[config.mk]
export PLATFORM = sky130hd
export DESIGN_NAME = wallace_final_adder
export DESIGN_NICKNAME = d
export VERILOG_FILES = /design/src/rtl/wallace_final_adder_pkg.sv /design/src/rtl/wallace_final_adder_cpa_chunk.sv /design/src/rtl/wallace_final_adder.sv
export SDC_FILE = /design/constraint.sdc
export NUM_CORES = 1
export LEC_CHECK = 0
export CAP_MARGIN = 20
export CORE_ASPECT_RATIO = 1.4
export CORE_UTILIZATION = 46
export DETAILED_ROUTE_END_ITERATION = 16
export HOLD_SLACK_MARGIN = 0.06
export PLACE_DENSITY = 0.82
export SYNTH_ARGS = -nofsm -noshare
export SYNTH_HDL_FRONTEND = slang
export SYNTH_SLANG_ARGS = --single-unit
[constraint.sdc]
create_clock -name clk -period 5 [get_ports clk]
set_input_delay 1 -clock clk [delete_from_list [all_inputs] [get_ports clk]]
set_output_delay 1 -clock clk [all_outputs]
set_load 0.005 [all_outputs]
[src/rtl/wallace_final_adder_pkg.sv]
// ---------------------------------------------------------------------------
// wallace_pkg
// Shared definitions for the Wallace-tree final carry-propagate adder:
//   state_t      - control FSM states (IDLE, ADD, DONE)
//   DEF_WIDTH    - default product width in bits
//   DEF_CHUNK    - default number of bits resolved per ADD cycle
//   idx_width()  - width of the chunk index counter for a given chunk count
// ---------------------------------------------------------------------------
package wallace_pkg;

    typedef enum logic [1:0] {
        IDLE = 2'd0,
        ADD  = 2'd1,
        DONE = 2'd2
    } state_t;

    localparam int DEF_WIDTH = 16;
    localparam int DEF_CHUNK = 4;

    // clog2 of the chunk count, never narrower than one bit so a
    // single-chunk build still has a legal counter.
    function automatic int idx_width(input int nchunk);
        return (nchunk > 1) ? $clog2(nchunk) : 1;
    endfunction

endpackage

[src/rtl/wallace_final_adder_cpa_chunk.sv]
// ---------------------------------------------------------------------------
// cpa_chunk
// Combinational W-bit ripple-carry adder built from full-adder cells.
// Ports:
//   a, b  - W-bit addends
//   cin   - carry in to bit 0
//   s     - W-bit sum
//   cout  - carry out of bit W-1
// ---------------------------------------------------------------------------
module cpa_chunk #(
    parameter int W = 4
) (
    input  logic [W-1:0] a,
    input  logic [W-1:0] b,
    input  logic         cin,
    output logic [W-1:0] s,
    output logic         cout
);

    logic [W:0] w_c;

    assign w_c[0] = cin;

    generate
        for (genvar gi = 0; gi < W; gi++) begin : g_fa
            assign s[gi]      = a[gi] ^ b[gi] ^ w_c[gi];
            assign w_c[gi+1]  = (a[gi] & b[gi]) | (w_c[gi] & (a[gi] ^ b[gi]));
        end
    endgenerate

    assign cout = w_c[W];

endmodule

[src/rtl/wallace_final_adder.sv]
// ---------------------------------------------------------------------------
// wallace_final_adder
// Final carry-propagate stage of a Wallace-tree multiplier. Resolves the
// redundant sum/carry vector pair into a binary product, CHUNK bits per
// clock, with the inter-chunk carry kept in a register. Single-entry stage
// with valid/ready on both sides.
//
// Ports:
//   clk        - clock, rising edge
//   rst_n      - asynchronous active-low reset
//   in_valid   - sum_vec/carry_vec valid
//   in_ready   - stage can accept a vector pair (IDLE only)
//   sum_vec    - reduction-tree sum vector, bit i weight 2^i
//   carry_vec  - reduction-tree carry vector, weight-aligned
//   out_valid  - product valid (DONE only)
//   out_ready  - consumer accepts product
//   product    - (sum_vec + carry_vec) mod 2^WIDTH
//   carry_out  - bit WIDTH of the sum; present only when the macro
//                WALLACE_FINAL_ADD_COUT_EN is defined
// ---------------------------------------------------------------------------
module wallace_final_adder
    import wallace_pkg::*;
#(
    parameter int WIDTH = DEF_WIDTH,
    parameter int CHUNK = DEF_CHUNK
) (
    input  logic             clk,
    input  logic             rst_n,
    input  logic             in_valid,
    output logic             in_ready,
    input  logic [WIDTH-1:0] sum_vec,
    input  logic [WIDTH-1:0] carry_vec,
    output logic             out_valid,
    input  logic             out_ready,
    output logic [WIDTH-1:0] product
`ifdef WALLACE_FINAL_ADD_COUT_EN
    ,
    output logic             carry_out
`endif
);

    localparam int NCHUNK = WIDTH / CHUNK;
    localparam int KW     = idx_width(NCHUNK);
    localparam logic [KW-1:0] LAST_IDX = KW'(NCHUNK - 1);

    state_t            r_state;
    logic [WIDTH-1:0]  r_sum;
    logic [WIDTH-1:0]  r_carry;
    logic [WIDTH-1:0]  r_product;
    logic [KW-1:0]     r_idx;
    logic              r_cin;
    logic              r_in_ready;
    logic              r_out_valid;
`ifdef WALLACE_FINAL_ADD_COUT_EN
    logic              r_cout;
`endif

    // Slice the latched vectors into chunks so the single adder can be fed
    // through a plain index mux.
    logic [CHUNK-1:0]  w_sum_chunk   [NCHUNK];
    logic [CHUNK-1:0]  w_carry_chunk [NCHUNK];

    generate
        for (genvar gi = 0; gi < NCHUNK; gi++) begin : g_slice
            assign w_sum_chunk[gi]   = r_sum[gi*CHUNK +: CHUNK];
            assign w_carry_chunk[gi] = r_carry[gi*CHUNK +: CHUNK];
        end
    endgenerate

    logic [CHUNK-1:0]  w_a;
    logic [CHUNK-1:0]  w_b;
    logic [CHUNK-1:0]  w_s;
    logic              w_cout;

    assign w_a = w_sum_chunk[r_idx];
    assign w_b = w_carry_chunk[r_idx];

    cpa_chunk #(
        .W (CHUNK)
    ) u_cpa_chunk (
        .a    (w_a),
        .b    (w_b),
        .cin  (r_cin),
        .s    (w_s),
        .cout (w_cout)
    );

    always_ff @(posedge clk or negedge rst_n) begin
        if (!rst_n) begin
            r_state     <= IDLE;
            r_sum       <= '0;
            r_carry     <= '0;
            r_product   <= '0;
            r_idx       <= '0;
            r_cin       <= 1'b0;
            r_in_ready  <= 1'b1;
            r_out_valid <= 1'b0;
`ifdef WALLACE_FINAL_ADD_COUT_EN
            r_cout      <= 1'b0;
`endif
        end else begin
            case (r_state)
                IDLE: begin
                    if (in_valid) begin
                        r_sum      <= sum_vec;
                        r_carry    <= carry_vec;
                        r_idx      <= '0;
                        r_cin      <= 1'b0;
                        r_in_ready <= 1'b0;
                        r_state    <= ADD;
                    end
                end
                ADD: begin
                    r_product[r_idx*CHUNK +: CHUNK] <= w_s;
                    r_cin <= w_cout;
                    if (r_idx == LAST_IDX) begin
                        r_idx       <= '0;
                        r_out_valid <= 1'b1;
                        r_state     <= DONE;
`ifdef WALLACE_FINAL_ADD_COUT_EN
                        r_cout      <= w_cout;
`endif
                    end else begin
                        r_idx <= r_idx + 1'b1;
                    end
                end
                DONE: begin
                    if (out_ready) begin
                        r_out_valid <= 1'b0;
                        r_in_ready  <= 1'b1;
                        r_state     <= IDLE;
                    end
                end
                default: begin
                    r_state     <= IDLE;
                    r_in_ready  <= 1'b1;
                    r_out_valid <= 1'b0;
                end
            endcase
        end
    end

    assign in_ready  = r_in_ready;
    assign out_valid = r_out_valid;
    assign product   = r_product;
`ifdef WALLACE_FINAL_ADD_COUT_EN
    assign carry_out = r_cout;
`endif

endmodule

== Word level (Yosys, flattened, before mapping) ==
Index checks and enable logic that the tools add are counted.

* $add $sub $neg: 2
* $lt $le $gt $ge: 1
* Equal/unequal tests: 6
* Shift operators: 2
* Multiplexer cells: 21
* Bitwise operators: 23
* Reduce and logical (&&, ||, !) cells: 7

{| class="wikitable"
|+ Operators with widths
! operator !! number
|-
| negation 4 -> 34 bit || 1
|-
| variable shift 4 x 34 -> 16 bit, first input constant || 1
|-
| variable part select 4 x 34 -> 16 bit || 1
|-
| binary-select mux 4 bit (select 2 bit) || 2
|-
| bitwise mux 16 bit || 1
|-
| two-way mux 4 bit || 4
|-
| two-way mux 2 bit || 5
|-
| AND reduction 3 bit || 3
|-
| bitwise AND 1 bit || 8
|-
| bitwise XOR 1 bit || 8
|-
| != test 2 bit, second input constant || 3
|-
| one-hot mux 1 bit (3 select lines) || 2
|-
| one-hot mux 2 bit (3 select lines) || 1
|-
| equality test 2 bit, second input constant || 2
|-
| two-way mux 1 bit || 4
|-
| OR 1 bit || 4
|-
| one-hot mux 2 bit (2 select lines) || 1
|-
| AND reduction 2 bit || 2
|-
| greater-or-equal comparator 3 bit, second input constant || 1
|-
| NOT 2 -> 3 bit || 1
|-
| adder 2 x 1 -> 2 bit, second input constant || 1
|-
| equality test 2 x 1 -> 1 bit, second input constant || 1
|-
| logical NOT 2 bit || 1
|-
| NOT 1 bit || 2
|-
| other kinds (2) || 2
|}

* Register bits: 55
* Word-level logic and storage cells: 70

== Depth between registers and ports, before layout ==
Gate-level depths: netlist of run 1.

* Depth after elaboration: 14
* Gate-level depth with buffers: 8
* Mapped depth without buffers: 7

== By module ==
Synthesis of run 1 repeated with hierarchy kept, for this count alone.

* Cells, all modules: 202
* Area, all modules: 2661.3 um2

{| class="wikitable"
|+ Modules (own cells, without submodules)
! module !! instances !! cells an instance !! area each (um2) !! seq. area each (um2)
|-
| wallace_final_adder || 1 || 188 || 2543.7 || 1377.6
|-
| cpa_chunk || 1 || 14 || 117.6 || 0.0
|}

== Worst setup path before layout of run 1 ==
OpenSTA, ideal clock, no wires.

* Kind: register to register
* Start point: register r_idx[0]
* End point: register r_product[11], in the netlist product[11]
* Arrival: 2.613 ns
* Data required time: 4.904 ns
* Setup slack: 2.291 ns
* Cell stages (with the launch flop): 9
* Buffers on the path: 1
* Cell sequence: dfrtp_1 -> buf_4 -> mux4_2 -> fa_1 -> inv_1 -> fa_1 -> fa_1 -> fa_1 -> o31ai_1

* Cells in the longest elaborated chain, start to end: 14
* Elaborated cells on any way between the ends: 28
* Classes of those cells: add/sub: 1; shift: 2; mux: 7; bitwise: 18

{| class="wikitable"
|+ RTL lines
! what !! RTL line !! RTL
|-
| start: declaration || wallace_final_adder.sv:50 || <nowiki>logic [KW-1:0] r_idx;</nowiki>
|-
| start signal: assignment || wallace_final_adder.sv:124 || <nowiki>r_idx <= r_idx + 1'b1;</nowiki>
|-
| NOT 2 -> 3 bit (implied by the code) || wallace_final_adder.sv:75, wallace_final_adder.sv:76 ||
|-
| binary-select mux 4 bit (select 2 bit), on equally long branches || wallace_final_adder.sv:75, wallace_final_adder.sv:76 ||
|-
| two-way mux 4 bit, on equally long branches (2 in a row) || wallace_final_adder.sv:75, wallace_final_adder.sv:76 ||
|-
| bitwise XOR 1 bit || wallace_final_adder_cpa_chunk.sv:26, wallace_final_adder_cpa_chunk.sv:27 ||
|-
| bitwise AND 1 bit || wallace_final_adder_cpa_chunk.sv:27 || <nowiki>assign w_c[gi+1] = (a[gi] & b[gi]) | (w_c[gi] & (a[gi] ^ b[gi]));</nowiki>
|-
| OR 1 bit || wallace_final_adder_cpa_chunk.sv:27 ||
|-
| bitwise AND 1 bit || wallace_final_adder_cpa_chunk.sv:27 ||
|-
| OR 1 bit || wallace_final_adder_cpa_chunk.sv:27 ||
|-
| bitwise AND 1 bit || wallace_final_adder_cpa_chunk.sv:27 ||
|-
| OR 1 bit || wallace_final_adder_cpa_chunk.sv:27 ||
|-
| bitwise XOR 1 bit || wallace_final_adder_cpa_chunk.sv:26 || <nowiki>assign s[gi] = a[gi] ^ b[gi] ^ w_c[gi];</nowiki>
|-
| variable part select 4 x 34 -> 16 bit || wallace_final_adder.sv:114 || <nowiki>r_product[r_idx*CHUNK +: CHUNK] <= w_s;</nowiki>
|-
| bitwise mux 16 bit * || wallace_final_adder.sv:114 ||
|-
| end signal: indexed assignment || wallace_final_adder.sv:114 ||
|-
| end: declaration || wallace_final_adder.sv:49 || <nowiki>logic [WIDTH-1:0] r_product;</nowiki>
|}

Every way passes the cells marked *; elsewhere a longest branch is shown, timed or not. The select of a mux whose other input is x is not followed.
A chain may end at the register's enable or synchronous reset.

== Final worst setup path of run 1 ==
Ends and elaborated chain as after synthesis.

==> impl_results.md, run 1 <==
* VDD IR max at 304 uV
* Starting DRC count in detailed routing at 78
* Core Area at 5530 sq um
* Hold depth at 2
* Clock Sinks at 55
* DRT Pass-1 Iters at 4
* Final Skew at 8.25 ps
* Routed WL per cell at 15.7 um
* Yosys top cell by area: dfrtp_1
* Ys async rst share at 100%
* Total power density per cell area at 660 nW/um^2
* Data arrival, critical path at 3280 ps
* Outcome: finished, final reports clean
* CP max FO at 14
* Placed cell areas at 3190 sq um
* Setup crit end kind: flop
* Vias in the first global route at 1695
* Setup violators final at 0
* Post-DRT Antenna Nets at 0
* Layout net count at 278
* Top-count cell post-synth: dfrtp_1
* Postcts setup bufs at 0
* RR Endpoint: product[11]$_DFFE_PN0P_
* Effective utilization at floorplan at 48.1%
* Share of the synthesized area in the top cell type at 50.8%
* Placed Cells at 293
* Synthesized cell area at 2660 sq um
* HP Class: reg -> reg
* Gpl congestion at 0.791
* RSZ-0062 raised after global routing: false
* Start of the worst register-to-register path: r_idx[0]$_DFFE_PN0P_
* Die Y at 91.9 um
* Max-cap violation count at 0
* Fmax at 0.327 GHz
* Worst-margin pin slew at 749 ps
* Grt total ovfl at 0
* TritonCTS clock tree: yes
* Layout cells sized above 1 at 23.2%
* Clk Latency, worst-skew pair at 310 ps
* Root buf cell: clkbuf_8
* Top FF cell, synth: dfrtp_1
* Flops & latches, synth at 55
* Setup TNS at 0 ps
* Final Hold Fails at 0
* Final wirelength at 4730 um
* Period minus WS final at 3060 ps
* CTS resizes at 0
* CTS Hold Bufs at 0
* Setup crit end: product[11]$_DFFE_PN0P_
* Slew HR at 50.0%
* Site row count at 32
* EDFF count, synth at 0
* Final slew viol count at 0
* First-pass GRT wire length at 8100 um
* Fin crit share at 61.3%
* Post-Synthesis Cells at 178
* Die ar. at 6090 sq um
* Worst R2R Path Depth at 7
* Initial antenna violation count at 0
* Register area share after synthesis at 51.8%
* Reg2Reg Setup Slack at 1940 ps
* Design area at 3300 sq um
* CP startpoint kind: flop
* Filler Cell Count at 453
* DP Wirelength at 3470 um
* WP data required at 5220 ps
* WHS at 486 ps
* Total GRT Usage at 17.8%
* Yosys warns at 0
* Max Buffers Root-to-Sink at 2
* Syn-to-layout area delta at 24.3%
* I/O Buffers at 53
* Crit. Startpoint: r_idx[0]$_DFFE_PN0P_
* CP Class: reg -> reg
* # DRC at 0
* Layout Cells excl Fill at 301
* Post-synth net total at 224
* Via/cell ratio at 5.21
* Worst-path clk slew at 100 ps
* Synth cell types at 30
* Largest net degree at the start of global routing at 56
* Top cells by count, synth: 54 x dfrtp_1, 27 x mux2_4, 16 x nand2_1
* CTS buffer count at 5
* Antenna cell count at 0
* Chip Width at 66.2 um
* Leakage at 0.00143 uW
* Syn_area_per_cell at 14.9 sq um
* Top cells by area, synth: dfrtp_1 51%, mux2_4 15%, mux4_2 6.8%
* Clock H-tree levels at 2
* IO Count at 54
* DR vias at 1569
## per-layer routing
layer | global-route usage [%] | vias to the layer above | wire (um)
met5 | 0 | - | 0
met4 | 5.67 | 0 | 70
met3 | 3.36 | 5 | 134
met2 | 30.1 | 37 | 2440
met1 | 22.7 | 789 | 2080
li1 | - | 738 | -
## report_power, final
part / switching, uW / internal [uW] / total (uW) / leakage, uW
logic: 461 / 603 / 1060 / 0.000696
registers: 171 / 647 / 818 / 0.000678
clock network: 138 / 162 / 300 / 0.0000612
total: 769 / 1410 / 2180 / 0.00143
## state kept, by name, summed over array words and instances (netlist names)
name	count
r_carry	16
r_sum	16
r_state	2
product	16
r_cin	1
r_idx	2
in_ready	1
out_valid	1
## logic make-up after synthesis
kind of cell / Yosys count / synth area share (%)
AND/OR/NAND/NOR: 31 / 6.59
multiplexers: 40 / 24.2
flip-flops: 55 / 51.8
adder cells (fa/ha/maj): 10 / 5.84
AO/OA/AOI/OAI: 24 / 6.69
buffers and inverters: 18 / 4.90
## through the flow
step | power (uW) | util, % | worst slack [ps]
floorplan | 1610 | - | 2290
global placement | 1850 | 57.7 | 2030
detailed placement | 1900 | 57.7 | 1950
CTS | 2200 | 59.8 | 1930
global route | 2340 | 59.8 | 1740
finish | 2180 | 59.8 | 1940
## how the worst min path moves through the flow
stage                                  startpoint                       to
final                      product[8]$_DFFE_PN0P_   product[8]$_DFFE_PN0P_
after global routing       product[4]$_DFFE_PN0P_   product[4]$_DFFE_PN0P_
after CTS                  product[8]$_DFFE_PN0P_   product[8]$_DFFE_PN0P_
after detailed placement   product[8]$_DFFE_PN0P_   product[8]$_DFFE_PN0P_
after global placement     product[6]$_DFFE_PN0P_   product[6]$_DFFE_PN0P_
after floorplan           product[10]$_DFFE_PN0P_  product[10]$_DFFE_PN0P_
## final cells by class
class	instances	area (sq um)	share of cell area, %
sequential	55	1380	41.7
multi-input combinational	105	1150	34.8
timing repair buffer	54	533	16.1
tap	68	85.1	2.57
clock buffer	6	82.6	2.50
inverter	11	41.3	1.25
clock inverter	2	35.0	1.06
## layout by cell type (no fill, tap or decap)
| master | netlist | routed |
|---|---|---|
| nor2b_1 | 2 | 2 |
| o21ai_0 | 2 | 2 |
| fa_1 | 4 | 4 |
| buf_2 | 0 | 1 |
| clkinv_2 | 0 | 1 |
| nor3b_2 | 1 | 1 |
| mux2_4 | 27 | 27 |
| dfrtp_1 | 54 | 54 |
| bufinv_16 | 0 | 1 |
| nand3b_1 | 2 | 2 |
| ha_1 | 6 | 6 |
| o2bb2ai_1 | 8 | 8 |
| mux4_2 | 8 | 8 |
| nand2_1 | 16 | 16 |
| dfstp_2 | 1 | 1 |
| nor2_8 | 1 | 1 |
| clkbuf_8 | 0 | 6 |
| o22ai_1 | 2 | 2 |
| mux2_2 | 5 | 5 |
| nand2b_1 | 1 | 1 |
| nand4_1 | 1 | 1 |
| or3_1 | 1 | 1 |
| buf_4 | 1 | 1 |
| nor2_1 | 2 | 2 |
| nand3_1 | 2 | 2 |
| nor3_1 | 1 | 1 |
| o31ai_1 | 10 | 10 |
| inv_1 | 11 | 11 |
| nand2b_4 | 1 | 1 |
| clkdlybuf4s50_1 | 0 | 52 |
| a21oi_1 | 2 | 2 |
## critical path, stage by stage, from the launching register on
cell and delay [ps]:
dfrtp_1 780, mux4_2 610, fa_1 400, inv_1 70
fa_1 190, fa_1 190, fa_1 470, o31ai_1 260
(Power assumes the default switching activity.)
==> run 2, diff against run 1 <==
==> constraint.sdc (replaced) <==
create_clock -name clk -period 2.9 [get_ports clk]
set_input_delay 0.58 -clock clk [delete_from_list [all_inputs] [get_ports clk]]
set_output_delay 0.58 -clock clk [all_outputs]
set_load 0.005 [all_outputs]
==> impl_results.md, run 2 (synthesis results as in run 1) <==
* DR vias at 1620 (was 1569)
* VDD IR max at 541 uV (was 304 uV)
* Slowest stage delay, CP at 510 ps (was 780 ps)
* RSZ-0062 raised after global routing: false (unchanged)
* IO Count at 54 (unchanged)
* WP data required at 3120 ps (was 5220 ps)
* WP depth at 7 (unchanged)
* Via/cell ratio at 5.31 (was 5.21)
* Routed WL per cell at 15.3 um (was 15.7 um)
* Final wirelength at 4660 um (was 4730 um)
* Most frequent cells in the layout: 53 x dfrtp_1, 52 x clkdlybuf4s50_1, 27 x mux2_4 (was 54 x dfrtp_1, 52 x clkdlybuf4s50_1, 27 x mux2_4)
* Total power density per cell area at 1140 nW/um^2 (was 660 nW/um^2)
* Die ar. at 6090 sq um (unchanged)
* CP max FO at 6 (was 14)
* Bufs and invs on worst path at 1 (unchanged)
* Filler Cell Count at 443 (was 453)
* Placed Cells at 297 (was 293)
* Clk Latency, worst-skew pair at 300 ps (was 310 ps)
* Worst path top cell family by delay: adder cells (unchanged)
* Clock H-tree levels at 2 (unchanged)
* Antenna cell count at 0 (unchanged)
* TritonCTS clock tree: yes (unchanged)
* Chip Width at 66.2 um (unchanged)
* Root buf cell: clkbuf_8 (unchanged)
* Effective utilization at floorplan at 48.1% (unchanged)
* Worst-margin pin slew at 604 ps (was 749 ps)
* CTS Hold Bufs at 0 (unchanged)
* Final Skew at 6.02 ps (was 8.25 ps)
* Clock Sinks at 55 (unchanged)
* Vias in the first global route at 1693 (was 1695)
* DP Wirelength at 3490 um (was 3470 um)
* Die Y at 91.9 um (unchanged)
* Period minus WS final at 2680 ps (was 3060 ps)
* Pwr Total at 3810 uW (was 2180 uW)
* Setup crit end kind: flop (unchanged)
* Area of the multi-input gates at 1150 sq um (unchanged)
* Initial antenna violation count at 0 (unchanged)
* Cell Chain, Critical Path: mux4_2, fa_1, inv_1, fa_1, fa_1, fa_1, o31ai_1 (unchanged)
* Slowest stage cell, crit path: fa_1 (was dfrtp_1)
* Fmax at 0.374 GHz (was 0.327 GHz)
* Gpl congestion at 0.844 (was 0.791)
* CP Class: reg -> reg (unchanged)
* Layout net count at 282 (was 278)
* Syn-to-layout area delta at 26.1% (was 24.3%)
* Fin crit share at 92.3% (was 61.3%)
* I/O Buffers at 53 (unchanged)
* Setup violators final at 0 (unchanged)
* CP startpoint kind: flop (unchanged)
* Final Hold Fails at 0 (unchanged)
* CTS buffer count at 5 (unchanged)
* Layout Cells excl Fill at 305 (was 301)
* Max-cap violation count at 0 (unchanged)
* Worst R2R Path Depth at 7 (unchanged)
* Worst-path clk slew at 100 ps (about the same)
* WHS at 272 ps (was 486 ps)
* Data arrival, critical path at 2890 ps (was 3280 ps)
* Largest net degree at the start of global routing at 36 (was 56)
* Slew HR at 59.7% (was 50.0%)
* Core Area at 5530 sq um (unchanged)
* Max Buffers Root-to-Sink at 2 (unchanged)
* Final slew viol count at 0 (unchanged)
* Total GRT Usage at 17.5% (was 17.8%)
* Register area at 1380 sq um (about the same)
* Grt total ovfl at 0 (unchanged)
* DRT Pass-1 Iters at 4 (unchanged)
* HP Class: in -> async (was reg -> reg)
* Outcome: finished, final reports clean (unchanged)
* # DRC at 0 (unchanged)
* Setup TNS at 0 ps (unchanged)
* Most common cell on crit path: fa_1 (unchanged)
* Site row count at 32 (unchanged)
* Layout cells sized above 1 at 24.9% (was 23.2%)
* First-pass GRT wire length at 7980 um (was 8100 um)
* Most common cell after layout, fill and taps aside: dfrtp_1 (unchanged)
* Post-DRT Antenna Nets at 0 (unchanged)
* Leakage at 0.00146 uW (was 0.00143 uW)
* Starting DRC count in detailed routing at 131 (was 78)
==> run 2: cell count changes in the layout (fill, tap and decap cells not counted) <==
| cell | before | now |
|---|---|---|
| buf_4 | 1 | 4 |
| dfrtp_1 | 54 | 53 |
| dfrtp_2 | 0 | 1 |
| buf_12 | 0 | 1 |
| clkinv_2 | 1 | 0 |
| inv_6 | 0 | 1 |
==> run 2: final timing paths <==
check | start | to | slack, ps
min in group clk | product[10]$_DFFE_PN0P_ | product[10]$_DFFE_PN0P_ | 490
hold reg to reg | product[10]$_DFFE_PN0P_ | product[10]$_DFFE_PN0P_ | 490
hold / removal | rst_n | r_sum[2]$_DFFE_PN0P_ | 270
setup reg to reg | r_idx[0]$_DFFE_PN0P_ | product[7]$_DFFE_PN0P_ | 220
setup / recovery | r_idx[0]$_DFFE_PN0P_ | product[7]$_DFFE_PN0P_ | 220
max in group asynchronous | rst_n | in_ready$_DFFE_PN1P_ | 1790
==> run 2: what timing repair did <==
| item | in CTS | in global routing |
|---|---|---|
| resized for setup | 0 | 1 |
| endpoints found under the setup margin | 0 | 2 |
| buffers inserted | 0 | 0 |
==> run 2: report_power, final <==
part           internal (uW)  switching [uW]  total [uW]  leakage, uW
Combinational           1080             840        1920     0.000719
Sequential              1120             255        1370     0.000677
Clock                    284             240         524    0.0000618
Total                   2480            1340        3810      0.00146
==> run 2: final cells by class <==
type                    instances  area share [%]
repair buffers                 58            17.2
clock buffers                   6            2.46
clock inverters                 2            1.16
well taps                      68            2.54
multi-input cells             105            34.3
flip-flops and latches         55            41.1
inverters                      11            1.23
==> run 2: metal layers <==
layer,vias to the layer above,wire length (um),track usage (%)
met5,-,0,0
met4,0,145,8.16
met3,13,208,4.35
met2,53,2280,26.5
met1,794,2030,23.4
li1,760,-,-
==> run 2: per-stage QoR <==
step / util (%) / setup slack (ps) / cell area, sq um
6_report: 60.7 / 225 / 3350
4_1_cts: 60.6 / 147 / 3350
3_5_place_dp: 58.4 / 169 / 3230
3_3_place_gp: 58.4 / 233 / 3230
5_1_grt: 60.7 / 66.7 / 3350
2_1_floorplan: - / 191 / 2660
==> run 3, diff against run 2 <==
--- a/config.mk
+++ b/config.mk
@@ -11,6 +11,7 @@
 export DETAILED_ROUTE_END_ITERATION = 16
 export HOLD_SLACK_MARGIN = 0.06
 export PLACE_DENSITY = 0.82
+export SETUP_SLACK_MARGIN = 0.05
 export SYNTH_ARGS = -nofsm -noshare
 export SYNTH_HDL_FRONTEND = slang
 export SYNTH_SLANG_ARGS = --single-unit
==> results of run 3 <==
Same layout as run 2: the final DEF is identical, and so are final timing and power.
